File: src/rtl/reg_pkg.sv
// rtl/reg_pkg.sv - shared constants and address-validity rule for register_file
package reg_pkg;

  localparam int unsigned DEF_BITS  = 4;
  localparam int unsigned DEF_COUNT = 8;

  // An address names a real, writable entry: inside the array and not the
  // hardwired zero entry. Writes outside this set are dropped, reads return 0.
  function automatic logic addr_ok(input int unsigned addr,
                                   input int unsigned count,
                                   input logic        zero_reg);
    return (addr < count) && !(zero_reg && (addr == 0));
  endfunction

endpackage

File: src/rtl/single_register.sv
// rtl/single_register.sv - one storage entry with write enable
module single_register #(
  parameter int unsigned bits = 4
) (
  input  logic            clk,
  input  logic            rstn,
  input  logic            wenable,
  input  logic [bits-1:0] wdata,
  output logic [bits-1:0] rdata
);

  logic [bits-1:0] data_q;

  // Load on write strobe, clear on reset.
  always_ff @(posedge clk or negedge rstn) begin
    if (!rstn) begin
      data_q <= '0;
    end else if (wenable) begin
      data_q <= wdata;
    end
  end

  assign rdata = data_q;

endmodule

File: src/rtl/register_file.sv
// rtl/register_file.sv - one write port, two registered read ports with write bypass
module register_file
  import reg_pkg::*;
#(
  parameter int unsigned bits     = DEF_BITS,
  parameter int unsigned count    = DEF_COUNT,
  parameter bit          zero_reg = 1'b0,
  parameter int unsigned abits    = $clog2(count)
) (
  input  logic             clk,
  input  logic             rstn,
  input  logic             wenable,
  input  logic [abits-1:0] waddr,
  input  logic [bits-1:0]  wdata,
  input  logic             renable_a,
  input  logic [abits-1:0] raddr_a,
  output logic [bits-1:0]  rdata_a,
  output logic             rvalid_a,
  input  logic             renable_b,
  input  logic [abits-1:0] raddr_b,
  output logic [bits-1:0]  rdata_b,
  output logic             rvalid_b
);

  logic [bits-1:0] entry_val [count];
  logic            write_ok;

  logic [bits-1:0] rdata_a_d, rdata_a_q, rdata_b_d, rdata_b_q;
  logic            rvalid_a_d, rvalid_a_q, rvalid_b_d, rvalid_b_q;

  assign write_ok = addr_ok(32'(waddr), count, zero_reg);

  for (genvar i = 0; i < count; i++) begin : g_entry
    single_register #(.bits(bits)) u_reg (
      .clk    (clk),
      .rstn   (rstn),
      .wenable(wenable && (waddr == abits'(i)) && write_ok),
      .wdata  (wdata),
      .rdata  (entry_val[i])
    );
  end

  // A valid read address implies a same-address write is also valid, so the
  // bypass compare needs no separate write_ok term.
  function automatic logic [bits-1:0] resolve(input logic [abits-1:0] addr);
    if (!addr_ok(32'(addr), count, zero_reg)) begin
      return '0;
    end else if (wenable && (waddr == addr)) begin
      return wdata;
    end else begin
      return entry_val[addr];
    end
  endfunction

  // Next read data/valid per port; data holds when no request is made.
  always_comb begin
    rdata_a_d  = rdata_a_q;
    rdata_b_d  = rdata_b_q;
    rvalid_a_d = renable_a;
    rvalid_b_d = renable_b;
    if (renable_a) begin
      rdata_a_d = resolve(raddr_a);
    end
    if (renable_b) begin
      rdata_b_d = resolve(raddr_b);
    end
  end

  // Read output registers; reset drops any pending read immediately.
  always_ff @(posedge clk or negedge rstn) begin
    if (!rstn) begin
      rdata_a_q  <= '0;
      rdata_b_q  <= '0;
      rvalid_a_q <= 1'b0;
      rvalid_b_q <= 1'b0;
    end else begin
      rdata_a_q  <= rdata_a_d;
      rdata_b_q  <= rdata_b_d;
      rvalid_a_q <= rvalid_a_d;
      rvalid_b_q <= rvalid_b_d;
    end
  end

  assign rdata_a  = rdata_a_q;
  assign rdata_b  = rdata_b_q;
  assign rvalid_a = rvalid_a_q;
  assign rvalid_b = rvalid_b_q;

endmodule
File: config.mk
export PLATFORM = sky130hd
export DESIGN_NAME = register_file
export DESIGN_NICKNAME = d
export VERILOG_FILES = /design/src/rtl/reg_pkg.sv /design/src/rtl/single_register.sv /design/src/rtl/register_file.sv
export SDC_FILE = /design/constraint.sdc
export NUM_CORES = 1
export LEC_CHECK = 0
export CAP_MARGIN = 20
export CORE_MARGIN = 2
export CORE_UTILIZATION = 35
export CTS_BUF_LIST = sky130_fd_sc_hd__clkbuf_8
export DETAILED_ROUTE_END_ITERATION = 8
export SETUP_SLACK_MARGIN = 0.05
export SLEW_MARGIN = 30
export SYNTH_ARGS = -nofsm -noshare
export SYNTH_HDL_FRONTEND = slang
export SYNTH_HIERARCHICAL = 1
export SYNTH_SLANG_ARGS = --single-unit
File: constraint.sdc
create_clock -name clk -period 1.5 [get_ports clk]
set_input_delay 0.225 -clock clk [delete_from_list [all_inputs] [get_ports clk]]
set_output_delay 0.225 -clock clk [all_outputs]
set_load 0.005 [all_outputs]
==> results of run 1 <==
-- per-stage QoR --
| stage | instances | hold slack [ns] |
|---|---|---|
| after global placement | 279 | 0.2115 |
| after detailed placement | 279 | 0.2229 |
| after CTS | 290 | 0.4402 |
| after global routing | 292 | 0.4613 |
| after floorplan | 159 | -0.07059 |
| final | 292 | 0.4156 |
-- metal layers --
| layer | track usage | up-vias | wire length [um] |
|---|---|---|---|
| li1 | - | 703 | - |
| met1 | 0.2057 | 744 | 2504 |
| met2 | 0.2699 | 35 | 2756 |
| met3 | 0.03245 | 6 | 202 |
| met4 | 0.04762 | 0 | 59 |
| met5 | 0 | - | 0 |
-- cells by family (layout without fill, tap and decap cells) --
family,after synthesis,count (layout),share of synthesized area
mux,56,56,0.3791
compound gates,16,16,0.03967
simple gates,23,23,0.05895
buf+inv,16,72,0.03636
flops,42,42,0.4628
xor+xnor,6,6,0.02314
-- what timing repair did --
action	4_1_cts	5_1_grt
hold buffers	1	0
endpoints found under the hold margin	20	0
resized for setup	10	20
buffers inserted	1	2
pin swaps	1	7
gates cloned	1	0
endpoints found under the setup margin	12	20
-- Yosys cell counts, drive strengths merged --
cell    instances  area [um2]
o21ai           8       40.04
buf             6       45.04
mux2i           8       80.08
xnor2           6       52.55
and2            8       50.05
dfrtp          42        1051
clkbuf          2       7.510
nand4           2       25.02
o22ai           8       50.05
nand2           2       7.510
mux2           32       360.4
nand2b          3       18.77
nor3            2       10.01
inv             8       30.03
nor2            6       22.52
mux4           16       420.4
-- layout make-up --
cell class	instances	area (um2)	share of cell area
clock buffer	6	82.58	0.02755
clock inverter	2	60.06	0.02003
inverter	8	30.03	0.01002
multi-input combinational	101	1132	0.3777
sequential	42	1051	0.3506
tap	77	96.34	0.03214
timing repair buffer	56	545.5	0.1820
-- report_power, final --
part / switching [mW] / internal, mW
Clock: 0.404 / 0.710
Combinational: 0.322 / 0.617
Sequential: 0.186 / 1.38
Total: 0.912 / 2.71
-- flip-flops by register name, summed over array words and instances, names as in the netlist --
| register | flops |
|---|---|
| rdata_b | 4 |
| rvalid_a | 1 |
| rvalid_b | 1 |
| g_entry.u_reg/rdata | 32 |
| rdata_a | 4 |
-- worst max path at each step --
stage / startpoint / end / slack [ns] / cells after the start
3_3_place_gp: raddr_a[0] / rdata_a[3] / -0.51 / 6
4_1_cts: waddr[1] / rdata_b[2] / 0.03 / 6
5_1_grt: g_entry[5].u_reg/rdata[2] / rdata_a[2] / 0.03 / 4
3_5_place_dp: raddr_a[0] / rdata_a[3] / -0.50 / 6
2_1_floorplan: raddr_b[0] / rdata_b[0] / 0.19 / 5
6_report: rdata_b[2] / rdata_b[2] / 0.08 / 1
==> impl_metrics.json, run 1 <==
{
  "antennaDiodeCount": 0,
  "worstMarginPinSlew_ns": 0.5049,
  "fp.dieH_um": 84.55,
  "path_cells": "clkdlybuf4s50_1",
  "fin_ws_ns": 0.07508,
  "h-tree-depth": 2,
  "via_per_inst": 5.096,
  "timing.reg2reg.setup_slack_ns": 0.08,
  "antenna_found_initial": 0,
  "status": "finished, final reports clean",
  "initial_core_util": 0.3597,
  "core_area_mm2": 0.006314,
  "hold_path_class": "in -> async",
  "antenna_left": 0,
  "drv_cap": 0,
  "cp_max_fo": 2,
  "vdd_drop_max_mv": 0.7078,
  "rsz0062_at_grt": "true",
  "rows": 29,
  "clk_pin_slew_ns": 0.08,
  "crit_buf_inv": 1,
  "port-buffer-count": 27,
  "clockBufferDepth": 2,
  "max-slew-margin-rel": 0.6634,
  "rr_startpoint": "g_entry[5].u_reg/rdata[2]",
  "setup_tns_ns": 0,
  "critPathMaxStageDelay_ns": 0.51,
  "min_period_ns": 1.425,
  "fin_crit_sh": 0.9499,
  "ios": 28,
  "final_common_cell": "dfrtp_1",
  "placed_area_mm2": 0.002785,
  "track_usage": 0.1589,
  "syn_area_mm2": 0.002271,
  "slowest_stage": "clkdlybuf4s50_1",
  "drive_gt1_frac": 0.4047,
  "cts_tree": "yes",
  "end_kind": "output pin",
  "critPathKind": "reg -> out",
  "critPathRequiredTime_ns": 1.27,
  "final_core_util": 0.4748,
  "synthCells": 159,
  "grt.overflow.total": 0,
  "place_ws_ns": -0.5011,
  "drc": 0,
  "setup_viol": 0,
  "final_cell_mix": "dfrtp_1 (42), mux2_2 (32), buf_4 (22), clkdlybuf4s50_1 (22), mux4_2 (9)",
  "ff2ff_path_depth": 4,
  "die_area_mm2": 0.007149,
  "synth_seq_cells": 42,
  "nets": 232,
  "first_pass_iters": 4,
  "worstReg2RegEnd": "rdata_a[2]",
  "maxSlewViolCount": 0,
  "hold_violations": 0,
  "grt_pass1_vias": 1605,
  "power_mw": 3.617,
  "detail_route.wl_per_cell_um": 18.91,
  "crit_arrival_ns": 1.20,
  "syn_avg_cell_area_um2": 14.28,
  "dp_hpwl_um": 3999,
  "grt_pass1_wl_um": 8521,
  "grt_max_degree": 23,
  "synth_warnings": 6,
  "power.leakage_nw": 1.293,
  "nFillCells": 590,
  "die_w_um": 84.55,
  "final_cell_area_mm2": 0.002998,
  "cts_root_buffer": "clkbuf_8",
  "area_growth_pct": 32.01,
  "synth_cell_types": 18,
  "cpLargestDelayFamily": "buffers and inverters",
  "worst_skew_pair.late_latency_ns": 0.30,
  "cts_buffers": 5,
  "p_per_area_mw_per_mm2": 1206,
  "gp_congestion": 0.8445,
  "clock.fmax_mhz": 701.8,
  "drt_wl_total_um": 5522,
  "route.vias.total": 1488,
  "initialDrtViolationCount": 113,
  "ys_seq_area_frac": 0.4628,
  "syn_nets": 177,
  "skew_ns": 0.006348,
  "crit_path_start_kind": "flop",
  "cts_sinks": 42
}
Power figures use the tool's default switching activity.
==> run 2: changes to the inputs <==
--- a/config.mk
+++ b/config.mk
@@ -6,7 +6,6 @@
 export NUM_CORES = 1
 export LEC_CHECK = 0
 export CAP_MARGIN = 20
-export CORE_MARGIN = 2
 export CORE_UTILIZATION = 35
 export CTS_BUF_LIST = sky130_fd_sc_hd__clkbuf_8
 export DETAILED_ROUTE_END_ITERATION = 8
@@ -14,5 +13,4 @@
 export SLEW_MARGIN = 30
 export SYNTH_ARGS = -nofsm -noshare
 export SYNTH_HDL_FRONTEND = slang
-export SYNTH_HIERARCHICAL = 1
 export SYNTH_SLANG_ARGS = --single-unit
==> run 2 against run 1 <==
Against the previous run: critical path depth rose by 3; synthesized area rose by 2.7%; clock skew decreased by 0.0021 ns; hold slack gained 0.0066 ns; routed wire length shrank 0.98%; critical path type is now reg -> reg; total power shrank 9.6%; non-clock buffer count down 2; flip-flop and latch count stayed put; fmax increased by 0.56%; setup slack improved by 0.0079 ns; largest cell class unchanged; synthesized cell count rose by 1.9%; highest routed layer unchanged; largest power group unchanged.
==> impl_metrics.json, run 2 <==
{
  "initial_core_util": 0.3652,
  "status": "finished, final reports clean",
  "synth_warnings": 0,
  "via_per_inst": 5.404,
  "sequentialPowerShare": 0.478,
  "fin_crit_sh": 0.9447,
  "skew_ns": 0.004233,
  "initialDrtViolationCount": 232,
  "clkPwrFrac": 0.236,
  "rows": 29,
  "max-slew-margin-rel": 0.6610,
  "maxSlewViolCount": 0,
  "grt_use_met1": 0.2067,
  "antenna_found_initial": 0,
  "largest_reg_flops": 32,
  "cp_max_fo": 3,
  "end_kind": "flop",
  "h-tree-depth": 2,
  "clockBufferDepth": 2,
  "ios": 28,
  "hold_violations": 0,
  "first_pass_iters": 4,
  "synth_area_leaders": "dfrtp_1 (45%), mux4_1 (18%), mux2_2 (15%), mux2i_1 (3.4%), xnor2_1 (2.3%)",
  "clk_pin_slew_ns": 0.08,
  "grt_pass1_wl_um": 8576,
  "multiInputGateArea_mm2": 0.001125,
  "syn_nets": 180,
  "postSynth.asyncResetShare": 1.000,
  "grt_pass1_vias": 1556,
  "crit_arrival_ns": 1.60,
  "power_switching_share": 0.2770,
  "top_usage_layer": "met2",
  "drt_wl_total_um": 5468,
  "grt_max_degree": 23,
  "synth_edf_count": 0,
  "final_cell_mix": "dfrtp_1 (42), mux2_2 (32), clkdlybuf4s50_1 (21), buf_4 (21), mux4_2 (13)",
  "die_w_um": 83.63,
  "nets": 227,
  "final_common_cell": "dfrtp_1",
  "hold_ws_ns": 0.4221,
  "grt.overflow.total": 0,
  "track_usage": 0.1650,
  "fin_ws_ns": 0.08294,
  "drive_gt1_frac": 0.4238,
  "p_comb_frac": 0.286,
  "drc": 0,
  "switchingPower_mw": 0.9053,
  "crit_path_start_kind": "flop",
  "place_ws_ns": -0.4923,
  "use_met3": 0.03066,
  "port-buffer-count": 27,
  "antenna_left": 0,
  "core_area_mm2": 0.006386,
  "route.vias.total": 1551,
  "yosysMostFrequentCell": "dfrtp_1",
  "detail_route.wl_per_cell_um": 19.05,
  "gp_congestion": 0.8504,
  "dp_hpwl_um": 4079,
  "syn_avg_cell_area_um2": 14.40,
  "cts_root_buffer": "clkbuf_8",
  "synth_top_cell_by_area": "dfrtp_1",
  "met2_usage": 0.2860,
  "cts_sinks": 42,
  "ys_seq_area_frac": 0.4506,
  "clock.fmax_mhz": 705.7,
  "regArea_mm2": 0.001051,
  "vdd_drop_max_mv": 0.4540,
  "cts_tree": "yes",
  "synth_seq_cells": 42,
  "synth_cell_types": 19,
  "antennaDiodeCount": 0,
  "synth-main-ff-cell": "dfrtp_1",
  "rsz0062_at_grt": "true",
  "synth_top_area_frac": 0.4506,
  "final_core_util": 0.4628,
  "syn_area_mm2": 0.002332,
  "hold_path_class": "in -> async",
  "die_area_mm2": 0.006994,
  "drv_cap": 0,
  "fp.dieH_um": 83.63,
  "p_per_area_mw_per_mm2": 1106,
  "cts_buffers": 5,
  "worst_skew_pair.late_latency_ns": 0.30,
  "nFillCells": 569,
  "power.leakage_nw": 1.265,
  "worstMarginPinSlew_ns": 0.5085,
  "min_period_ns": 1.417,
  "setup_viol": 0,
  "critPathKind": "reg -> reg",
  "area_growth_pct": 26.72,
  "synth_common_cells": "dfrtp_1 (42), mux2_2 (32), mux4_1 (16)",
  "critPathRequiredTime_ns": 1.68,
  "synthCells": 162,
  "power.internal_mw": 2.363
}
==> run 2: cell types whose count changed in the layout (fill, tap and decap cells not counted), sizes merged <==
cell           before  now
clkinvlp            0    1
nand2b              3    1
nor2                6    0
buf                29   26
nand4b              0    3
nor3b               0    2
bufinv              2    0
bufbuf              1    2
clkinv              0    1
nand4               2    3
nand2               2    1
clkdlybuf4s50      22   21
clkdlybuf4s15       0    1
==> run 2: critical path, stage by stage (launching register included) <==
cell and delay (ns):
dfrtp_1 0.41, mux4_2 0.47, mux2i_1 0.21, and2_1 0.16, o22ai_1 0.06
==> run 2: final timing paths <==
path / endpoint / cells past startpoint / from / slack (ns)
max in group asynchronous: rvalid_a / 3 / rstn / 0.59
max reg2reg: rdata_a[2] / 4 / g_entry[6].u_reg.rdata[2] / 0.08
min in group clk: rdata_a[0] / 2 / rdata_a[0] / 0.53
max: rdata_a[2] / 4 / g_entry[6].u_reg.rdata[2] / 0.08
min: g_entry[3].u_reg.rdata[2] / 2 / rstn / 0.42
min reg2reg: rdata_a[0] / 2 / rdata_a[0] / 0.53
==> run 2: kinds of logic (layout without fill, tap and decap cells) <==
family	after synthesis	count (layout)	share of synthesized area
buf+inv	22	70	0.04614
mux	56	56	0.3691
xor+xnor	6	6	0.02253
simple gates	20	20	0.07296
flops	42	42	0.4506
compound gates	16	16	0.03863
==> run 2: power by group through the flow <==
stage                     logic (mW)  registers, mW  clock network (mW)
after floorplan                0.574           1.51                   0
after global placement         0.872           1.55                   0
after detailed placement       0.901           1.57                   0
after CTS                      0.930           1.55               0.796
after global routing            1.02           1.59               0.856
final                          0.935           1.56               0.771
==> run 2: area by class of cell <==
type,instances,area share
clock buffers,6,0.02794
clock inverters,2,0.004234
inverters,8,0.01016
multi-input cells,98,0.3806
flip-flops and latches,42,0.3556
well taps,77,0.03260
repair buffers,54,0.1888
==> run 2: metal layers <==
metal,part of all wire,up-vias
met5,0,-
met4,0.016,0
met3,0.041,7
met2,0.52,44
met1,0.43,792
li1,-,708
==> run 2: timing repair <==
action / 4_1_cts / 5_1_grt
endpoints found under the setup margin: 12 / 15
setup buffers: 2 / 1
hold endpoints to repair: 20 / 0
hold buffers: 1 / 0
cloned: 2 / 0
pin swaps: 1 / 5
resized for setup: 10 / 15
==> run 2: metrics by stage <==
stage / total power [mW] / instances / instance area (um2) / setup TNS (ns)
final: 3.269 / 287 / 2955 / 0
after global routing: 3.465 / 287 / 2955 / 0
after CTS: 3.277 / 286 / 2987 / 0
after detailed placement: 2.469 / 273 / 2811 / -10.82
after global placement: 2.424 / 273 / 2811 / -9.511
after floorplan: 2.079 / 162 / 2332 / 0
==> run 3: changes to the inputs <==
==> constraint.sdc (replaced) <==
create_clock -name clk -period 1.5 [get_ports clk]
set_input_delay 0.3 -clock clk [delete_from_list [all_inputs] [get_ports clk]]
set_output_delay 0.3 -clock clk [all_outputs]
set_load 0.005 [all_outputs]
==> run 3 against run 2 <==
Against the previous run: design area grew 4.5%; largest power group unchanged; critical path depth is the same; sequential power is essentially flat; largest cell class unchanged; first-iteration DRC count decreased by 47%; fmax down 0.39%; hold slack improved by 0.084 ns; register-to-register slack is essentially flat; routed wire length up 3.9%; critical endpoint unchanged.
==> impl_metrics.json, run 3 (same netlist as run 2, synthesis figures left out) <==
{
  "detail_route.wl_per_cell_um": 19.32,
  "antenna_left": 0,
  "hold_violations": 0,
  "end_kind": "flop",
  "placed_area_mm2": 0.002811,
  "ios": 28,
  "critPathKind": "reg -> reg",
  "drc": 0,
  "initial_core_util": 0.3652,
  "power.internal_mw": 2.562,
  "cts_root_buffer": "clkbuf_8",
  "cts_sinks": 42,
  "clockBufferDepth": 2,
  "switchingPower_mw": 0.9143,
  "area_growth_pct": 32.40,
  "nets": 235,
  "core_area_mm2": 0.006386,
  "maxSlewViolCount": 0,
  "track_usage": 0.1691,
  "grt.overflow.total": 0,
  "h-tree-depth": 2,
  "drive_gt1_frac": 0.4562,
  "status": "finished, final reports clean",
  "worstReg2RegEnd": "rdata_a[2]",
  "worstMarginPinSlew_ns": 0.4502,
  "fin_crit_sh": 0.9484,
  "ff2ff_path_depth": 4,
  "rows": 29,
  "rsz0062_at_grt": "true",
  "power_switching_share": 0.2630,
  "setup_tns_ns": 0,
  "antennaDiodeCount": 0,
  "die_area_mm2": 0.006994,
  "hold_path_class": "in -> async",
  "die_w_um": 83.63,
  "vdd_drop_max_mv": 0.7680,
  "grt_max_degree": 43,
  "dp_hpwl_um": 3968,
  "initialDrtViolationCount": 123,
  "worst_skew_pair.late_latency_ns": 0.29,
  "fp.dieH_um": 83.63,
  "max-slew-margin-rel": 0.6989,
  "timing.reg2reg.setup_slack_ns": 0.08,
  "final_common_cell": "dfrtp_1",
  "grt_pass1_wl_um": 9059,
  "largest_reg_flops": 32,
  "sequentialPowerShare": 0.450,
  "port-buffer-count": 27,
  "drt_wl_total_um": 5680,
  "final_cell_mix": "dfrtp_1 (42), mux2_2 (32), buf_4 (27)",
  "nFillCells": 593,
  "setup_viol": 0,
  "p_per_area_mw_per_mm2": 1126,
  "cp_max_fo": 3,
  "antenna_found_initial": 0,
  "power.leakage_nw": 1.390,
  "clk_pin_slew_ns": 0.08,
  "final_cell_area_mm2": 0.003088,
  "fin_ws_ns": 0.07735,
  "critPathRequiredTime_ns": 1.67,
  "min_period_ns": 1.423,
  "clock.fmax_mhz": 702.9,
  "p_comb_frac": 0.288,
  "place_ws_ns": -0.5797,
  "crit_arrival_ns": 1.59,
  "rr_startpoint": "g_entry[7].u_reg.rdata[2]",
  "gp_congestion": 0.8478,
  "clkPwrFrac": 0.262,
  "cts_tree": "yes",
  "cts_buffers": 5,
  "route.vias.total": 1567,
  "drv_cap": 0,
  "grt_pass1_vias": 1611,
  "crit_path_start_kind": "flop",
  "first_pass_iters": 4,
  "via_per_inst": 5.330,
  "crit_path_start": "g_entry[7].u_reg.rdata[2]",
  "skew_ns": 0.009005
}
[run 3: worst max-delay path, cell delays in order (launching register included)]
cell and delay [ns]:
dfrtp_1 0.40, mux4_2 0.48, mux2i_1 0.19, and2_4 0.17, o22ai_1 0.06
[run 3: worst max-delay path by stage]
stage | slack (ns) | depth (start not counted) | end
3_3_place_gp | -0.56 | 6 | rdata_a[1]
4_1_cts | 0.05 | 1 | rdata_a[1]
3_5_place_dp | -0.58 | 6 | rdata_a[1]
5_1_grt | 0.006 | 4 | rdata_a[2]
6_report | 0.08 | 4 | rdata_a[2]
2_1_floorplan | 0.12 | 5 | rdata_a[0]
[run 3: area by class of cell]
type / instances / area, um2 / share of cell area
clock inverters: 1 / 30.03 / 0.009724
well taps: 77 / 96.34 / 0.03120
flip-flops and latches: 42 / 1051 / 0.3404
repair buffers: 62 / 623.1 / 0.2018
multi-input cells: 98 / 1175 / 0.3805
inverters: 8 / 30.03 / 0.009724
clock buffers: 6 / 82.58 / 0.02674
[run 3: power groups by stage]
stage	logic (mW)	clock network, mW	registers, mW
floorplan	0.574	0	1.51
global placement	0.872	0	1.55
detailed placement	0.896	0	1.57
CTS	0.933	0.927	1.56
global route	1.08	0.976	1.59
finish	1.00	0.912	1.56
[run 3: timing repair]
| item | CTS | global route |
|---|---|---|
| cloned | 2 | 0 |
| resized for setup | 24 | 27 |
| pin swaps | 3 | 6 |
| hold buffers | 1 | 0 |
| endpoints found under the hold margin | 42 | 0 |
| setup endpoints to repair | 36 | 14 |
| setup buffers | 6 | 5 |
[run 3: layer usage]
layer | GRT usage | routed length [um] | up-vias
li1 | - | - | 719
met1 | 0.2192 | 2439 | 805
met2 | 0.2838 | 2923 | 41
met3 | 0.04352 | 289 | 2
met4 | 0.04006 | 27 | 0
met5 | 0 | 0 | -
[run 3: through the flow]
step | power (mW) | util | cells | hold WS [ns]
global placement | 2.424 | 0.4402 | 273 | 0.2855
floorplan | 2.079 | - | 162 | 0.004409
CTS | 3.419 | 0.4714 | 289 | 0.5160
global route | 3.651 | 0.4835 | 294 | 0.5247
detailed placement | 2.467 | 0.4402 | 273 | 0.2927
finish | 3.477 | 0.4835 | 294 | 0.5058
